[src/rtl/stream_mux_rr.sv]
// Registered N-to-1 stream mux with round-robin or fixed-priority arbitration
// and optional per-packet grant locking.
module stream_mux_rr #(
    parameter int WIDTH       = 8,
    parameter int NUM         = 4,
    parameter int RR_MODE     = 1,
    parameter int PACKET_LOCK = 1,
    parameter int CHW         = 2
) (
    input  logic                 clk,
    input  logic                 n_rst,
    input  logic [NUM*WIDTH-1:0] in_data_bus,
    input  logic [NUM-1:0]       in_valid_bus,
    input  logic [NUM-1:0]       in_last_bus,
    output logic [NUM-1:0]       in_ready_bus,
    output logic [WIDTH-1:0]     out_data,
    output logic                 out_last,
    output logic [CHW-1:0]       out_chan,
    output logic                 out_valid,
    input  logic                 out_ready
);

    localparam logic [0:0] S_IDLE   = 1'b0;
    localparam logic [0:0] S_LOCKED = 1'b1;

    logic [0:0]       state_q, state_d;
    logic [CHW-1:0]   rr_ptr_q, rr_ptr_d;
    logic [CHW-1:0]   lock_chan_q, lock_chan_d;
    logic [WIDTH-1:0] data_q, data_d;
    logic             last_q, last_d;
    logic             valid_q, valid_d;
    logic [CHW-1:0]   chan_q, chan_d;

    logic             load;
    logic             found;
    logic [NUM-1:0]   gnt_oh;
    logic [NUM-1:0]   xfer_oh;
    logic             xfer;
    logic             xfer_last;
    logic [WIDTH-1:0] xfer_data;
    logic [CHW-1:0]   gnt_idx;
    logic [CHW-1:0]   ptr_next;

    assign load = !valid_q || out_ready;

    // Grant is purely combinational; a stalled output simply withholds ready.
    always_comb begin
        gnt_oh = '0;
        found  = 1'b0;
        if (state_q == S_LOCKED) begin
            for (int i = 0; i < NUM; i++) begin
                gnt_oh[i] = (CHW'(i) == lock_chan_q);
            end
        end else if (RR_MODE != 0) begin
            for (int k = 0; k < NUM; k++) begin
                for (int i = 0; i < NUM; i++) begin
                    if (!found && in_valid_bus[i] && (i == (int'(rr_ptr_q) + k) % NUM)) begin
                        gnt_oh[i] = 1'b1;
                        found     = 1'b1;
                    end
                end
            end
        end else begin
            for (int i = 0; i < NUM; i++) begin
                if (!found && in_valid_bus[i]) begin
                    gnt_oh[i] = 1'b1;
                    found     = 1'b1;
                end
            end
        end
    end

    assign in_ready_bus = gnt_oh & {NUM{load & n_rst}};
    assign xfer_oh      = in_valid_bus & in_ready_bus;
    assign xfer         = |xfer_oh;

    always_comb begin
        xfer_data = '0;
        xfer_last = 1'b0;
        gnt_idx   = '0;
        for (int i = 0; i < NUM; i++) begin
            xfer_data = xfer_data | (in_data_bus[i*WIDTH +: WIDTH] & {WIDTH{xfer_oh[i]}});
            xfer_last = xfer_last | (in_last_bus[i] & xfer_oh[i]);
            if (gnt_oh[i]) gnt_idx = CHW'(i);
        end
    end

    assign ptr_next = (int'(gnt_idx) == NUM - 1) ? '0 : gnt_idx + CHW'(1);

    always_comb begin
        state_d     = state_q;
        rr_ptr_d    = rr_ptr_q;
        lock_chan_d = lock_chan_q;
        data_d      = data_q;
        last_d      = last_q;
        valid_d     = valid_q;
        chan_d      = chan_q;
        if (load) begin
            valid_d = xfer;
            if (xfer) begin
                data_d = xfer_data;
                last_d = xfer_last;
                chan_d = gnt_idx;
            end
        end
        if (xfer) begin
            if (state_q == S_IDLE) begin
                if ((PACKET_LOCK != 0) && !xfer_last) begin
                    state_d     = S_LOCKED;
                    lock_chan_d = gnt_idx;
                end
            end else if (xfer_last) begin
                state_d = S_IDLE;
            end
            // Pointer advances only when a grant ends, so a locked packet is one turn.
            if ((RR_MODE != 0) && ((PACKET_LOCK == 0) || xfer_last)) begin
                rr_ptr_d = ptr_next;
            end
        end
    end

    always_ff @(posedge clk or negedge n_rst) begin
        if (!n_rst) begin
            state_q     <= S_IDLE;
            rr_ptr_q    <= '0;
            lock_chan_q <= '0;
            data_q      <= '0;
            last_q      <= 1'b0;
            valid_q     <= 1'b0;
            chan_q      <= '0;
        end else begin
            state_q     <= state_d;
            rr_ptr_q    <= rr_ptr_d;
            lock_chan_q <= lock_chan_d;
            data_q      <= data_d;
            last_q      <= last_d;
            valid_q     <= valid_d;
            chan_q      <= chan_d;
        end
    end

    assign out_data  = data_q;
    assign out_last  = last_q;
    assign out_chan  = chan_q;
    assign out_valid = valid_q;

endmodule

[config.mk]
export PLATFORM = sky130hd
export DESIGN_NAME = stream_mux_rr
export DESIGN_NICKNAME = d
export VERILOG_FILES = /design/src/rtl/stream_mux_rr.sv
export SDC_FILE = /design/constraint.sdc
export NUM_CORES = 1
export LEC_CHECK = 0
export ABC_AREA = 1
export BUFFER_PORTS_ARGS = -buffer_cell sky130_fd_sc_hd__clkbuf_2
export CORE_UTILIZATION = 48
export CTS_CLUSTER_SIZE = 40
export DETAILED_ROUTE_END_ITERATION = 8
export MAX_ROUTING_LAYER = met4
export PLACE_DENSITY = 0.8
export SYNTH_ARGS = -nofsm -noshare
export SYNTH_HDL_FRONTEND = slang
export SYNTH_SLANG_ARGS = --single-unit
[constraint.sdc]
create_clock -name clk -period 2.5 [get_ports clk]
set_clock_uncertainty 0.1 [all_clocks]
set_input_delay 0.25 -clock clk [delete_from_list [all_inputs] [get_ports clk]]
set_output_delay 0.25 -clock clk [all_outputs]
set_load 0.005 [all_outputs]
* Word level (Yosys, flattened, before mapping) *
Index checks and enable logic that the tools add are counted.

cells by class
  reductions and logical operators = 60
  multiplexer cells = 51
  add/sub/neg operators = 4
  equality and inequality tests = 16
  bitwise logic cells = 22

operators by type and width
  cell                                                  count
  zero test 32 bit                                      4
  two-way mux 1 bit                                     47
  bitwise AND 8 bit                                     4
  logical AND 1 bit                                     31
  OR 8 bit                                              3
  equality test 3 bit (first input constant)            6
  zero test 1 bit                                       16
  equality test 2 x 3 -> 1 bit (first input constant)   3
  bitwise AND 4 bit                                     2
  equality test 2 bit (first input constant)            4
  two-way mux 2 bit                                     3
  OR reduction 2 bit                                    3
  bitwise AND 1 bit                                     5
  adder 2 x 1 -> 2 bit (second input constant)          2
  adder 2 bit (second input constant)                   2
  equality test 1 x 2 -> 1 bit (first input constant)   2
  two-way mux 4 bit                                     1
  AND reduction 2 bit                                   2
  OR reduction 4 bit                                    1
  bitwise AND 1 bit (first input constant)              3
  OR 1 bit                                              3
  AND reduction 3 bit                                   1
  equality test 2 x 1 -> 1 bit (second input constant)  1
  zero test 2 bit                                       1
  2 further kinds                                       3

storage, ports and cells
  flip-flop bits (word level) = 17

* Logic depth before layout (Yosys ltp) *
Gate-level depths: netlist of the first run.

  depth in word-level cells = 87
  mapped depth = 18

* Least setup slack after synthesis of the first run *
OpenSTA, ideal clock, no wires.

  path type = register -> register
  start point = reg rr_ptr_q[0]
  end point = reg rr_ptr_q[1]
  required time = 2274 ps
  arrival time = 1997 ps
  slack = 277 ps
  cell stages (with the launch flop) = 16
  path buffers = 0
  path through = dfrtp_1 > inv_1 > nand3_1 > nand3_2 > nor2_2 > nand4_2 > nor2_2 > nand4_1 > nor2_2 > nand4_1 > a21oi_2 > inv_2 > nand2_1 > ha_1 > nand2_1 > o21ai_0

RTL lines
  item                                                                  RTL line  text
  start: declaration                                                    27        logic [CHW-1:0] rr_ptr_q, rr_ptr_d;
  start signal: assignment                                              133       rr_ptr_q <= rr_ptr_d;
  zero test 32 bit                                                      57        if (!found && in_valid_bus[i] && (i == (int'(rr_ptr_q) + k) % NUM)) begin
  logical AND 1 bit                                                     57
  two-way mux 1 bit                                                     57
  two-way mux 1 bit                                                     50        if (state_q == S_LOCKED) begin
  zero test 1 bit                                                       57
  logical AND 1 bit (2 in series)                                       57
  two-way mux 1 bit                                                     57
  two-way mux 1 bit                                                     50
  [66 not listed]                                                       -
  logical AND 1 bit (2 in series)                                       57
  two-way mux 1 bit                                                     57
  two-way mux 4 bit *                                                   50
  two-way mux 2 bit *                                                   84        if (gnt_oh[i]) gnt_idx = CHW'(i);
  named net gnt_idx[0]                                                  41        logic [CHW-1:0] gnt_idx;
  adder 2 x 1 -> 2 bit or equality test 2 x 1 -> 1 bit (tied branches)  88        assign ptr_next = (int'(gnt_idx) == NUM - 1) ? '0 : gnt_idx + CHW'(1);
  two-way mux 2 bit *                                                   88
  named net ptr_next[1]                                                 42        logic [CHW-1:0] ptr_next;

Mark *: on every way through the listed nets, which the timed path passes. The rest lies on a longest branch. The select of a mux whose other input is x is not followed.
A chain may end at the register's enable or synchronous reset.

* Worst setup path after layout of the first run *
  start point = reg rr_ptr_q[1]
  end point = out in_ready_bus[1]

between the ends
  longest elaborated chain between the ends = 70

ends and longest elaborated chain
  item                             RTL line  text
  zero test 32 bit                 57
  logical AND 1 bit                57
  two-way mux 1 bit                57
  two-way mux 1 bit                50
  zero test 1 bit                  57
  logical AND 1 bit (2 in series)  57
  two-way mux 1 bit                57
  two-way mux 1 bit                50
  [51 not listed]                  -
  logical AND 1 bit (2 in series)  57
  two-way mux 1 bit                57
  two-way mux 1 bit                50
  zero test 1 bit                  57
  logical AND 1 bit (2 in series)  57
  two-way mux 1 bit *              57
  two-way mux 4 bit *              50
  bitwise AND 4 bit *              73        assign in_ready_bus = gnt_oh & {NUM{load & n_rst}};
  end: declaration                 15        output logic [NUM-1:0] in_ready_bus,

Every way passes the cells marked *; elsewhere a longest branch is shown, timed or not. The select of a mux whose other input is x is not followed.

==> results.yml, run 1 <==
run_status:
  status: "finished, violations left"
  failed_checks: "setup timing"
global_routing:
  antenna_found_initial: 0
  overflow: 0
  grt_max_degree: 18
  grt_pass1_vias: 1540
  grtUsageTotal_pct: 27.6
  grt_pass1_wl_mm: 6.67
timing:
  hold_viol: 0
  period_share_pct: 109
  rsz0062_at_grt: "true"
  hold_ws_ns: 0.0474
  setup_violations: 16
  fmaxAchievable_mhz: 366
  fin_tns_setup_ns: -1.10
  layout_min_cycle_time_ns: 2.73
  slew_headroom_pct: 62.3
  drv_slew: 0
  setup_ws_ns: -0.235
  tightest_slew_ns: 0.559
routing:
  drtAntennaViolNets: 0
  dr.pass1.iters: 4
  avgRoutedWirePerCell_um: 13.8
  vias: 1762
  drc_errors: 0
  viasPerCell: 5.49
  wl_mm: 4.42
  drtIter0Drc: 76
die:
  die_h_um: 55.7
  io_pins: 59
  fp.dieW_um: 55.7
  rows: 19
  core_area_sq_um: 2730
  initial_core_util_pct: 50.6
  die-area_sq_um: 3100
final_layout:
  num_antenna_cells: 0
  nNetsFinal: 335
  drive_gt1_share_pct: 43.8
  utilization_pct: 74.5
  fillers: 219
  syn2layout_area_growth_pct: 47.2
place:
  gp_congestion: 0.931
  io_buffers: 58
  dpl.hpwl_mm: 2.99
clock_tree:
  numCtsBuffers: 3
  clock_path_buffers: 2
  cts.sinks: 17
  htreeDepth: 1
  cts_tree: "done"
  clk_pin_slew_ns: 0.10
  clock_latency_ns: 0.29
  cts-root-buf: "clkbuf_4"
synth:
  yosys_warnings: 0
  synth_area_sq_um: 1380
  seq_area_frac_synth_pct: 30.8
  syn-num-nets: 248
  syn_inst: 204
  yosysUniqueCellTypes: 27
  syn_area_per_cell_sq_um: 6.78
  yosys_register_bits: 17
hold_path:
  hold_class: "primary input to flip-flop"
critical_path:
  path_delay_family: "simple AND/OR/NAND/NOR gates"
  required_ns: 2.15
  worstPathArrival_ns: 2.38
  cp_cell_sequence: "nor2_4 -> nand2_2 -> nand2_1 -> nor2_1 -> nand4_1 -> nor2_1 -> nand4_1 -> nor2_1 -> nand4_1 -> nand2_2 -> nand2_4 -> nor2_4 -> clkbuf_2"
  path_buf_inv: 1
  worstPathMaxFanout: 7
  cp_slowest_stage_delay_ns: 0.48
  critical_path_class: "flip-flop to output pin"
  cp-end-kind: "output pin"
  slowest_stage: "dfrtp_2"
  start_kind: "flip-flop"
pwr:
  p_leak_nw: 1.11
  p_per_area_nw_per_um2: 1140
  irDropWorstVdd_v: 0.000842
run:
  drv_cap: 0
==> flip-flops by register name, summed over array words and instances (netlist names) <==
signal,cells
lock_chan_q,2
out_chan,2
out_data,8
out_last,1
out_valid,1
rr_ptr_q,2
state_q,1
==> per-layer routing <==
metal  vias up  global-route usage [%]  part of all wire (%)
li1        863                       -                     -
met1       810                    34.4                    41
met2        77                    45.6                    51
met3        12                    5.35                   6.4
met4         0                    7.86                   1.7
met5         -                       -                     0
==> final cells by class <==
type / count / area, sq um / area share, %
Clock buffer: 4 / 26.3 / 1.29
Inverter: 33 / 131 / 6.45
Multi-Input combinational cell: 150 / 905 / 44.4
Sequential cell: 17 / 428 / 21.0
Tap cell: 31 / 38.8 / 1.91
Timing Repair Buffer: 86 / 507 / 24.9
==> worst register-to-register path, stage by stage (launching register included) <==
cell	delay [ns]
dfrtp_2	0.48
nor2_4	0.08
nand2_2	0.09
nand2_1	0.07
nor2_1	0.13
nand4_1	0.13
nor2_1	0.13
nand4_1	0.12
nor2_1	0.18
nand4_1	0.13
nand2_2	0.13
nand4_2	0.14
nand2_2	0.13
inv_2	0.05
nand3_4	0.12
nand4_1	0.15
nand2_1	0.11
nand2_1	0.06
==> placed cells by master (no fill, tap or decap), drive strengths merged <==
cell / netlist / layout
a21oi: 7 / 7
a31oi: 4 / 4
a32oi: 3 / 3
buf: 4 / 27
clkbuf: 0 / 62
clkinv: 1 / 1
dfrtp: 17 / 17
dlygate4sd3: 0 / 1
ha: 1 / 1
inv: 32 / 32
nand2: 42 / 42
nand3: 29 / 29
nand4: 18 / 18
nor2: 33 / 33
nor3: 1 / 1
o211ai: 3 / 3
o21ai: 5 / 5
o21bai: 3 / 3
o311ai: 1 / 1
==> power by group <==
part           internal (W)  leakage, nW  switching (W)
clock             0.0000620       0.0150      0.0000814
combinational      0.000707        0.892       0.000937
sequential         0.000417        0.204       0.000118
==> what timing repair did <==
action	in CTS	in global routing
gates cloned	0	0
pin swaps	2	14
resized for setup	6	25
hold buffers	1	0
setup buffers	11	11
endpoints found under the hold margin	17	0
endpoints found under the setup margin	3	20
==> stage by stage <==
| step | worst slack, ns | area, sq um | power, W | std cells |
|---|---|---|---|---|
| floorplan | 0.277 | 1380 | 0.00137 | 204 |
| global placement | 0.102 | 1750 | 0.00172 | 297 |
| detailed placement | 0.0337 | 1750 | 0.00173 | 297 |
| CTS | -0.00913 | 1880 | 0.00204 | 313 |
| global route | -0.369 | 2040 | 0.00251 | 321 |
| finish | -0.235 | 2040 | 0.00232 | 321 |
==> synth_stat cells <==
master | count | area (sq um)
nand4_2 | 3 | 37.5
clkinv_1 | 1 | 3.75
a31oi_1 | 4 | 25.0
nand3_4 | 1 | 17.5
inv_2 | 4 | 15.0
nor2_1 | 26 | 97.6
o311ai_0 | 1 | 8.76
nor2_4 | 2 | 22.5
dfrtp_1 | 17 | 425
o211ai_1 | 3 | 22.5
nor2_2 | 5 | 31.3
o21ai_0 | 2 | 10.0
nand3_2 | 4 | 40.0
nand2_2 | 1 | 6.26
a32oi_1 | 3 | 26.3
ha_1 | 1 | 12.5
nand3_1 | 24 | 120
a21oi_1 | 6 | 30.0
o21bai_1 | 3 | 22.5
inv_1 | 28 | 105
nand4_1 | 15 | 93.8
a21oi_2 | 1 | 8.76
buf_6 | 1 | 11.3
nor3_1 | 1 | 5.00
o21ai_1 | 3 | 15.0
nand2_1 | 41 | 154
buf_2 | 3 | 15.0
==> worst paths after layout <==
path                              from         endpoint  slack [ns]  cells past startpoint
max                        rr_ptr_q[1]  in_ready_bus[1]       -0.23                     13
min                          out_ready        out_valid        0.05                      2
max reg2reg                rr_ptr_q[1]   lock_chan_q[0]       -0.12                     17
min in group asynchronous        n_rst      out_data[3]        0.37                      3
max in group asynchronous        n_rst      rr_ptr_q[0]        1.73                      3
min reg2reg                out_data[4]      out_data[4]        0.40                      2
==> kinds of logic after synthesis <==
| family | share of synthesized area [%] |
|---|---|
| and+or+nand+nor | 45.2 |
| buffers and inverters | 10.9 |
| AOI/OAI and AO/OA | 12.2 |
| DFF | 30.8 |
| adders and majority gates | 0.905 |
(Power assumes the default switching activity.)
==> run 2, diff against run 1 <==
ABC_AREA = default   (was 1)
CTS_BUF_LIST = sky130_fd_sc_hd__clkbuf_8   (was default)
PLACE_DENSITY = 0.82   (was 0.8)
==> results.yml, run 2 <==
timing:
  drv_slew: 0
  hold_viol: 0
  layout_min_cycle_time_ns: 2.42
  rsz0062_at_grt: "false"
  tightest_slew_ns: 0.469
  slew_headroom_pct: 68.6
  setup_violations: 0
  period_share_pct: 96.9
  hold_ws_ns: 0.199
  fin_tns_setup_ns: 0
  fmaxAchievable_mhz: 413
clock_tree:
  cts_tree: "done"
  clk_pin_slew_ns: 0.07
  clock_latency_ns: 0.26
  clock_path_buffers: 2
  cts-root-buf: "clkbuf_8"
  htreeDepth: 1
  cts.sinks: 17
  numCtsBuffers: 3
final_layout:
  final_common_cell: "clkbuf_2"
  fillers: 202
  most-common-layout-cells: "clkbuf_2, dfrtp_1, nor2_1"
  nNetsFinal: 245
  num_antenna_cells: 0
  utilization_pct: 66.1
  drive_gt1_share_pct: 42.5
  syn2layout_area_growth_pct: 28.5
  largest_reg_flops: 8
die:
  rows: 18
  initial_core_util_pct: 51.5
  fp.dieW_um: 53.8
  core_area_sq_um: 2500
  io_pins: 59
  die-area_sq_um: 2890
  die_h_um: 53.8
critical_path:
  cp-end-kind: "flip-flop"
  worstPathArrival_ns: 2.48
  critical_path_class: "flip-flop to flip-flop"
  r2r_start: "state_q"
  cp_slowest_stage_delay_ns: 0.64
  slowest_stage: "or4_4"
  required_ns: 2.55
  r2r_setup_slack_ns: 0.08
  worstPathMaxFanout: 11
  start_kind: "flip-flop"
  r2r_cells: 6
  cp_cell_sequence: "nor4bb_1 -> a31oi_1 -> a211oi_4 -> or4_4 -> nand4_4 -> mux2_4"
  r2r_end: "lock_chan_q[1]"
global_routing:
  grtUsageTotal_pct: 27.6
  grt_max_degree: 15
  grt_pass1_vias: 1168
  overflow: 0
  antenna_found_initial: 0
  grt_pass1_wl_mm: 5.38
synth:
  synth_area_leaders: "dfrtp_1, a221oi_1, a22o_1, a21oi_1, buf_6"
  async_reset_ff_share_pct: 100
  yosysMostFrequentCell: "dfrtp_1"
  synthFlopType: "dfrtp_1"
  syn-num-nets: 183
  yosysUniqueCellTypes: 45
  syn_area_per_cell_sq_um: 9.25
  synth_top_cell_by_area: "dfrtp_1"
  yosys_register_bits: 17
  yosys_warnings: 0
  netlist.area_leader.share_pct: 33.1
  seq_area_frac_synth_pct: 33.1
  synth-edff-count: 0
  synthTopCellsByCount: "dfrtp_1, nor2_1, a21oi_1"
  synth_area_sq_um: 1290
  syn_inst: 139
pwr:
  p_leak_nw: 0.798
  p_per_area_nw_per_um2: 1130
  irDropWorstVdd_v: 0.000716
hold_path:
  min_to: "out_data[5]"
  hold_class: "primary input to flip-flop"
  hold_path_startpoint: "in_data_bus[5]"
  worstHoldPathCells: 3
routing:
  drtAntennaViolNets: 0
  wl_mm: 3.61
  avgRoutedWirePerCell_um: 15.7
  drc_errors: 0
  drtIter0Drc: 60
  dr.pass1.iters: 4
  vias: 1374
  viasPerCell: 5.97
place:
  io_buffers: 58
  gp_congestion: 0.921
  dpl.hpwl_mm: 2.82
run_status:
  status: "finished, final reports clean"
run:
  drv_cap: 0
## run 2: worst max path at each step
| stage | startpoint | to | slack, ns | depth (start not counted) |
|---|---|---|---|---|
| final | state_q | lock_chan_q[1] | 0.08 | 6 |
| after global routing | state_q | rr_ptr_q[0] | 0.02 | 7 |
| after global placement | rr_ptr_q[0] | lock_chan_q[1] | 0.14 | 6 |
| after detailed placement | rr_ptr_q[0] | lock_chan_q[1] | 0.09 | 6 |
| after floorplan | rr_ptr_q[0] | lock_chan_q[0] | 0.04 | 9 |
| after CTS | n_rst | lock_chan_q[1] | 0.04 | 7 |
## run 2: critical path, delay by kind of cell, from the launching register on
| family | cells | cell delay [ns] |
|---|---|---|
| and+or+nand+nor | 3 | 0.90 |
| DFF | 1 | 0.52 |
| AOI/OAI and AO/OA | 2 | 0.49 |
| muxes | 1 | 0.30 |
## run 2: what timing repair did
action	in CTS	in global routing
buffers inserted	0	0
gates resized for setup	0	2
hold endpoints to repair	6	0
hold buffers	1	0
endpoints found under the setup margin	0	4
## run 2: final cells by class
cell class	count	area (sq um)	area share, %
Inverter	6	22.5	1.36
Sequential cell	17	427	25.8
Timing Repair Buffer	68	368	22.3
Multi-Input combinational cell	105	752	45.5
Clock buffer	3	41.3	2.50
Clock inverter	1	5.00	0.303
Tap cell	30	37.5	2.27
## run 2: stage by stage
step / std cells / area, sq um / worst slack (ns) / total power (W)
4_1_cts: 230 / 1650 / 0.0448 / 0.00185
3_3_place_gp: 225 / 1600 / 0.143 / 0.00159
6_report: 230 / 1650 / 0.0785 / 0.00186
3_5_place_dp: 225 / 1600 / 0.0907 / 0.00163
2_1_floorplan: 139 / 1290 / 0.0394 / 0.00133
5_1_grt: 230 / 1650 / 0.0218 / 0.00201
## run 2: layer usage
layer | track usage (%) | wire (um) | up-vias
li1 | - | - | 649
met3 | 4.80 | 289 | 6
met1 | 32.6 | 1440 | 633
met4 | 14.0 | 60 | 0
met5 | - | 0 | -
met2 | 44.7 | 1830 | 86
## run 2: kinds of logic after synthesis
group | after synthesis | synth area share [%]
compound gates | 57 | 32.8
fa+ha+maj | 1 | 0.973
buf+inv | 17 | 8.46
flops | 17 | 33.1
mux | 4 | 4.38
simple gates | 43 | 20.3
## run 2: power by group
part / switching (W) / internal [W] / total, W
clock network: 0.000107 / 0.000111 / 0.000218
registers: 0.000129 / 0.000424 / 0.000554
logic: 0.000562 / 0.000529 / 0.00109
total: 0.000798 / 0.00106 / 0.00186
